--- config.mk ---
export PLATFORM = sky130hd
export DESIGN_NAME = cordic_park_engine
export DESIGN_NICKNAME = d
export VERILOG_FILES = /design/src/rtl/cordic_park_engine.sv
export SDC_FILE = /design/constraint.sdc
export NUM_CORES = 2
export LEC_CHECK = 0
export ABC_AREA = 1
export ABC_CLOCK_PERIOD_IN_PS = 7600
export CAP_MARGIN = 20
export CORE_UTILIZATION = 47
export CTS_BUF_LIST = sky130_fd_sc_hd__clkbuf_2
export DETAILED_ROUTE_END_ITERATION = 12
export PLACE_DENSITY = 0.65
export SETUP_SLACK_MARGIN = 0.1
export SKIP_CTS_REPAIR_TIMING = 1
export SYNTH_ARGS = -nofsm -noshare
export SYNTH_HDL_FRONTEND = slang
export SYNTH_SLANG_ARGS = --single-unit
--- constraint.sdc ---
create_clock -name clk -period 7.6 [get_ports clk]
set_clock_uncertainty 0.2 [all_clocks]
set_input_delay 0.76 -clock clk [delete_from_list [all_inputs] [get_ports clk]]
set_output_delay 0.76 -clock clk [all_outputs]
set_load 0.005 [all_outputs]
--- src/rtl/cordic_park_engine.sv ---
// Iterative CORDIC rotator for forward/inverse Park: one micro-rotation per clock, then gain/round/saturate.
// Accept on edge E -> out_valid after edge E+ITERATIONS+1; single request in flight, result held until out_ready.
module cordic_park_engine #(
  parameter int WIDTH       = 16,
  parameter int ANGLE_WIDTH = 16,
  parameter int ITERATIONS  = 14,
  parameter int GUARD_BITS  = 3,
  parameter int GAIN_BITS   = 15,
  parameter int TAG_WIDTH   = 2
) (
  input  logic                          clk,
  input  logic                          rst,
  input  logic                          in_valid,
  output logic                          in_ready,
  input  logic                          mode,
  input  logic signed [WIDTH-1:0]       in_x,
  input  logic signed [WIDTH-1:0]       in_y,
  input  logic [ANGLE_WIDTH-1:0]        angle,
  input  logic [TAG_WIDTH-1:0]          in_tag,
  output logic                          out_valid,
  input  logic                          out_ready,
  output logic signed [WIDTH-1:0]       out_x,
  output logic signed [WIDTH-1:0]       out_y,
  output logic [TAG_WIDTH-1:0]          out_tag,
  output logic                          busy
);

  localparam int XW = WIDTH + 2 + GUARD_BITS;
  localparam int ZW = ANGLE_WIDTH + 1;
  localparam int IW = $clog2(ITERATIONS + 1);
  localparam int SH = GAIN_BITS + GUARD_BITS;
  localparam int PW = XW + GAIN_BITS + 1;

  function automatic logic [ZW-1:0] atan_entry(input int i);
    real v;
    v = $atan(1.0 / (2.0 ** i)) / (2.0 * 3.14159265358979323846) * (2.0 ** ANGLE_WIDTH);
    return ZW'($rtoi(v + 0.5));
  endfunction

  function automatic int gain_k();
    real k;
    k = 1.0;
    for (int i = 0; i < ITERATIONS; i++) k = k / $sqrt(1.0 + 1.0 / (2.0 ** (2 * i)));
    return $rtoi(k * (2.0 ** GAIN_BITS) + 0.5);
  endfunction

  localparam int                     K_INT = gain_k();
  localparam logic signed [GAIN_BITS:0] K  = (GAIN_BITS + 1)'(K_INT);
  localparam logic signed [ZW-1:0]   P_Q   = ZW'(64'd1 << (ANGLE_WIDTH - 2));
  localparam logic signed [PW-1:0]   HALF  = PW'(64'd1 << (SH - 1));
  localparam logic signed [PW-1:0]   MAXV  = PW'((64'd1 << (WIDTH - 1)) - 64'd1);
  localparam logic signed [PW-1:0]   MINV  = -MAXV - PW'(1);

  logic [ZW-1:0] atan_tab [ITERATIONS];
  for (genvar g = 0; g < ITERATIONS; g++) begin : g_atan
    localparam logic [ZW-1:0] A = atan_entry(g);
    assign atan_tab[g] = A;
  end

  function automatic logic signed [WIDTH-1:0] sat(input logic signed [PW-1:0] v);
    if (v > MAXV) return MAXV[WIDTH-1:0];
    if (v < MINV) return MINV[WIDTH-1:0];
    return v[WIDTH-1:0];
  endfunction

  typedef enum logic [1:0] {S_IDLE, S_ROTATE, S_SCALE, S_DONE} state_t;

  state_t                   state_q, state_d;
  logic signed [XW-1:0]     x_q, x_d, y_q, y_d;
  logic signed [ZW-1:0]     z_q, z_d;
  logic [IW-1:0]            iter_q, iter_d;
  logic [TAG_WIDTH-1:0]     tag_q, tag_d, out_tag_q, out_tag_d;
  logic signed [WIDTH-1:0]  out_x_q, out_x_d, out_y_q, out_y_d;

  // Quadrant pre-rotation folds |phi| into the CORDIC convergence range.
  logic signed [ANGLE_WIDTH-1:0] phi;
  logic signed [ZW-1:0]          phi_ext, z0;
  logic signed [XW-1:0]          xin, yin, x0, y0;

  always_comb begin
    phi     = mode ? $signed(angle) : $signed(-angle);
    phi_ext = ZW'(phi);
    xin     = XW'(in_x) <<< GUARD_BITS;
    yin     = XW'(in_y) <<< GUARD_BITS;
    x0      = xin;
    y0      = yin;
    z0      = phi_ext;
    if (phi_ext >= P_Q) begin
      x0 = -yin;
      y0 = xin;
      z0 = phi_ext - P_Q;
    end else if (phi_ext < -P_Q) begin
      x0 = yin;
      y0 = -xin;
      z0 = phi_ext + P_Q;
    end
  end

  logic signed [XW-1:0] xs, ys;
  logic signed [ZW-1:0] atan_i;
  logic                 dir_pos;
  logic signed [PW-1:0] px, py, rx, ry;

  always_comb begin
    xs      = x_q >>> iter_q;
    ys      = y_q >>> iter_q;
    atan_i  = $signed(atan_tab[iter_q]);
    dir_pos = ~z_q[ZW-1];
    px      = PW'(x_q) * PW'(K);
    py      = PW'(y_q) * PW'(K);
    rx      = (px + HALF) >>> SH;
    ry      = (py + HALF) >>> SH;
  end

  always_comb begin
    state_d   = state_q;
    x_d       = x_q;
    y_d       = y_q;
    z_d       = z_q;
    iter_d    = iter_q;
    tag_d     = tag_q;
    out_x_d   = out_x_q;
    out_y_d   = out_y_q;
    out_tag_d = out_tag_q;
    unique case (state_q)
      S_IDLE: begin
        if (in_valid && in_ready) begin
          state_d = S_ROTATE;
          x_d     = x0;
          y_d     = y0;
          z_d     = z0;
          iter_d  = '0;
          tag_d   = in_tag;
        end
      end
      S_ROTATE: begin
        x_d = dir_pos ? x_q - ys : x_q + ys;
        y_d = dir_pos ? y_q + xs : y_q - xs;
        z_d = dir_pos ? z_q - atan_i : z_q + atan_i;
        if (iter_q == IW'(ITERATIONS - 1)) state_d = S_SCALE;
        else iter_d = iter_q + IW'(1);
      end
      S_SCALE: begin
        out_x_d   = sat(rx);
        out_y_d   = sat(ry);
        out_tag_d = tag_q;
        state_d   = S_DONE;
      end
      S_DONE: begin
        if (out_ready) state_d = S_IDLE;
      end
      default: state_d = S_IDLE;
    endcase
  end

  always_ff @(posedge clk or posedge rst) begin
    if (rst) begin
      state_q   <= S_IDLE;
      x_q       <= '0;
      y_q       <= '0;
      z_q       <= '0;
      iter_q    <= '0;
      tag_q     <= '0;
      out_x_q   <= '0;
      out_y_q   <= '0;
      out_tag_q <= '0;
    end else begin
      state_q   <= state_d;
      x_q       <= x_d;
      y_q       <= y_d;
      z_q       <= z_d;
      iter_q    <= iter_d;
      tag_q     <= tag_d;
      out_x_q   <= out_x_d;
      out_y_q   <= out_y_d;
      out_tag_q <= out_tag_d;
    end
  end

  assign in_ready  = (state_q == S_IDLE) && !rst;
  assign out_valid = (state_q == S_DONE);
  assign busy      = (state_q != S_IDLE);
  assign out_x     = out_x_q;
  assign out_y     = out_y_q;
  assign out_tag   = out_tag_q;

endmodule

==> impl_metrics.csv <==
group,metric,value,unit
sta,timing.fmax,0.145,GHz
finish,layout.cell_area.non_filler,0.0289,mm2
global_routing,grt_pass1_vias,24700,
synthesis,synthDominantCellAreaShare,19.4,%
synthesis,synthTopCellsByArea,"sky130_fd_sc_hd__fa_1, sky130_fd_sc_hd__nand2_1, sky130_fd_sc_hd__ha_1",
cts,cts.root.buffer_cell,"sky130_fd_sc_hd__clkbuf_2",
sta,setup_total_negative_slack,0,ps
worst_setup_path,crit_type,"flip-flop to flip-flop",
worst_setup_path,critical-path-slowest-cell,"sky130_fd_sc_hd__dfrtp_1",
floorplan,die-width,242,um
synthesis,syn-instance-count,4035,
synthesis,synthDistinctLibCells,62,
worst_setup_path,worst_setup_path_end_kind,"flip-flop",
worst_setup_path,critical_path.max_stage_delay,640,ps
floorplan,die_area,0.0587,mm2
worst_setup_path,reg2reg_to,"out_x[2]$_DFFE_PP0P_",
sta,final_hold_viol_count,0,
synthesis,post_synth_edffs,0,
run,cap_viol_max_count,0,
sta,grt_setup_unrepaired,"no",
floorplan,die_height,242,um
outcome,outcome,"complete, no violations",
cts,clock_tree_from_tritoncts,"done",
sta,maxSlewViolCount,0,
synthesis,synth.cells.most_frequent,"sky130_fd_sc_hd__nand2_1, sky130_fd_sc_hd__inv_1, sky130_fd_sc_hd__ha_1, sky130_fd_sc_hd__fa_1, sky130_fd_sc_hd__nor2_1",
global_routing,grt_max_degree,65,
routing,route.detailed.drc,0,
worst_setup_path,ff2ff_path_depth,30,
finish,final_nets,4731,
worst_setup_path,worst_setup_path_endpoint,"out_x[2]$_DFFE_PP0P_",
finish,layout-drive-gt1-share,3.43,%
floorplan,fp-row-count,87,
routing,vias_per_cell,5.14,
global_routing,overflow,0,
synthesis,net_count_synth,4693,
finish,fillCellCount,5800,
finish,multi_input_area,0.0211,mm2
sta,final_period_minus_worst_setup_slack,6920,ps
worst_setup_path,setup.worst_path.start_class,"flip-flop",
cts,clk_transition_reported_paths,410,ps
worst_setup_path,worstReg2RegStart,"x_q[11]$_DFFE_PP0P_",
worst_setup_path,cp_data_required_time,8160,ps
synthesis,yosysTopAreaCell,"sky130_fd_sc_hd__fa_1",
cts,insertion_delay,850,ps
sta,worst_pin_slew,959,ps
placed_design,dpl-instance-area,0.0287,mm2
global_routing,global_route.usage.total,27.4,%
placed_design,dp.final_hpwl,65300,um
floorplan,pin_count,92,
global_routing,initial_antenna_violation_count,1,
routing,route.final.wire_length,77900,um
worst_setup_path,critical_path.startpoint,"x_q[11]$_DFFE_PP0P_",
synthesis,synth_ff_type,"sky130_fd_sc_hd__dfrtp_1",
routing,drt-wirelength-per-cell,16.1,um
finish,final_core_util,50.9,%
worst_setup_path,cpMostUsedCell,"sky130_fd_sc_hd__nand2_1",
cts,cts_inserted_buffers,9,
worst_setup_path,worst-r2r-setup-slack,680,ps
cts,clock_tree.htree_level_count,3,
sta,finalSetupViolCount,0,
cts,cts_num_sinks,101,
placed_design,gp_routability_congestion,0.955,
synthesis,synthesis.area_per_instance,6.72,um2
finish,syn_to_final_growth,6.36,%
synthesis,yosys_warnings,0,
synthesis,portion_of_the_post_synthesis_area_used_by_sequential_elements,9.32,%
synthesis,synthArstFlopShare,100,%
routing,first_iter_violations,1724,
worst_hold_path,holdCritPathClass,"primary input to async pin",
sta,final_min_period_over_clock_period,91.0,%
floorplan,initial_core_util,47.8,%
synthesis,yosys_register_bits,101,
worst_setup_path,path_max_fanout,15,
routing,postRouteAntennaNets,0,
synthesis,syn_area,0.0271,mm2
cts,cts_max_path_buffers,2,
synthesis,yosys.cell_count.top_type,"sky130_fd_sc_hd__nand2_1",
finish,seq_area,0.00253,mm2
routing,route.vias.total,24900,
placed_design,buffer_ports.inserted,91,
floorplan,core-area,0.0567,mm2
global_routing,global_route_wire_length_before_repair,129000,um
sta,slew_headroom,36.1,%
routing,drt-pass1-iter-count,6,
worst_setup_path,cp_data_arrival_time,7480,ps
routing by layer:
| layer | global-route usage (%) | share of wire [%] | up-vias |
|---|---|---|---|
| met5 | 0 | 0 | - |
| met2 | 45.3 | 46 | 599 |
| li1 | - | - | 12700 |
| met3 | 3.17 | 4.9 | 90 |
| met1 | 37.0 | 46 | 11500 |
| met4 | 9.10 | 3.3 | 0 |
critical path, delay by kind of cell, from the launching register on:
kind | cells | cell delay, ps
adders and majority gates | 8 | 3660
DFF | 1 | 640
xor gates and xnor gates | 1 | 250
and+or+nand+nor | 14 | 1480
buffers and inverters | 6 | 370
AOI/OAI and AO/OA | 1 | 220
worst min-delay path by stage:
stage,start,endpoint,slack [ps]
3_3_place_gp,out_tag[1]$_DFFE_PP0P_,out_tag[1]$_DFFE_PP0P_,260
2_1_floorplan,tag_q[0]$_DFFE_PP0P_,out_tag[0]$_DFFE_PP0P_,240
4_1_cts,rst,tag_q[1]$_DFFE_PP0P_,-9
3_5_place_dp,out_tag[0]$_DFFE_PP0P_,out_tag[0]$_DFFE_PP0P_,260
5_1_grt,rst,tag_q[1]$_DFFE_PP0P_,50
6_report,rst,tag_q[1]$_DFFE_PP0P_,50
metrics by stage:
| step | worst slack (ps) | hold WS (ps) | cells |
|---|---|---|---|
| final | 681 | 47.8 | 4835 |
| after global routing | 202 | 52.1 | 4835 |
| after CTS | 565 | -8.94 | 4833 |
| after detailed placement | 612 | 260 | 4817 |
| after global placement | 768 | 259 | 4817 |
| after floorplan | 1270 | 243 | 4035 |
state kept, by name, indices dropped and copies added (netlist names):
name / cells
state_q: 2
tag_q: 2
z_q: 17
out_x: 16
iter_q: 4
out_tag: 2
out_y: 16
y_q: 21
x_q: 21
layout make-up:
type | count | area share [%]
repair buffers | 116 | 3.85
inverters | 807 | 10.5
flip-flops and latches | 101 | 8.77
well taps | 756 | 3.28
multi-input cells | 3038 | 73.2
diodes | 1 | 0.00867
clock buffers | 9 | 0.156
clock inverters | 7 | 0.230
kinds of logic after synthesis:
kind of cell    after synthesis  share of synthesized area (%)
compound gates              561                           11.4
xor+xnor                    162                           5.26
fa+ha+maj                   603                           35.1
buf+inv                     896                           12.9
flops                       101                           9.32
mux                           4                          0.157
simple gates               1708                           25.9
cell usage in the layout (no fill, tap or decap), types with 15 or more instances in the layout:
cell,n
sky130_fd_sc_hd__nand3_1,152
sky130_fd_sc_hd__a21oi_1,180
sky130_fd_sc_hd__xnor2_1,45
sky130_fd_sc_hd__xor2_1,115
sky130_fd_sc_hd__o211ai_1,22
sky130_fd_sc_hd__nand2_2,18
sky130_fd_sc_hd__inv_1,770
sky130_fd_sc_hd__clkdlybuf4s50_1,91
sky130_fd_sc_hd__nor2_2,19
sky130_fd_sc_hd__fa_1,263
sky130_fd_sc_hd__dfrtp_1,99
sky130_fd_sc_hd__ha_1,339
sky130_fd_sc_hd__nor2_1,244
sky130_fd_sc_hd__a31oi_1,15
sky130_fd_sc_hd__o21bai_1,17
sky130_fd_sc_hd__nand4_1,38
sky130_fd_sc_hd__o21ai_0,231
sky130_fd_sc_hd__inv_2,30
sky130_fd_sc_hd__nor3_1,40
sky130_fd_sc_hd__nand2_1,1147
sky130_fd_sc_hd__buf_4,24
sky130_fd_sc_hd__o21ai_1,34
Power is not shown: default switching activity piles up to over one toggle a cycle in this logic, so the estimate is an artifact.
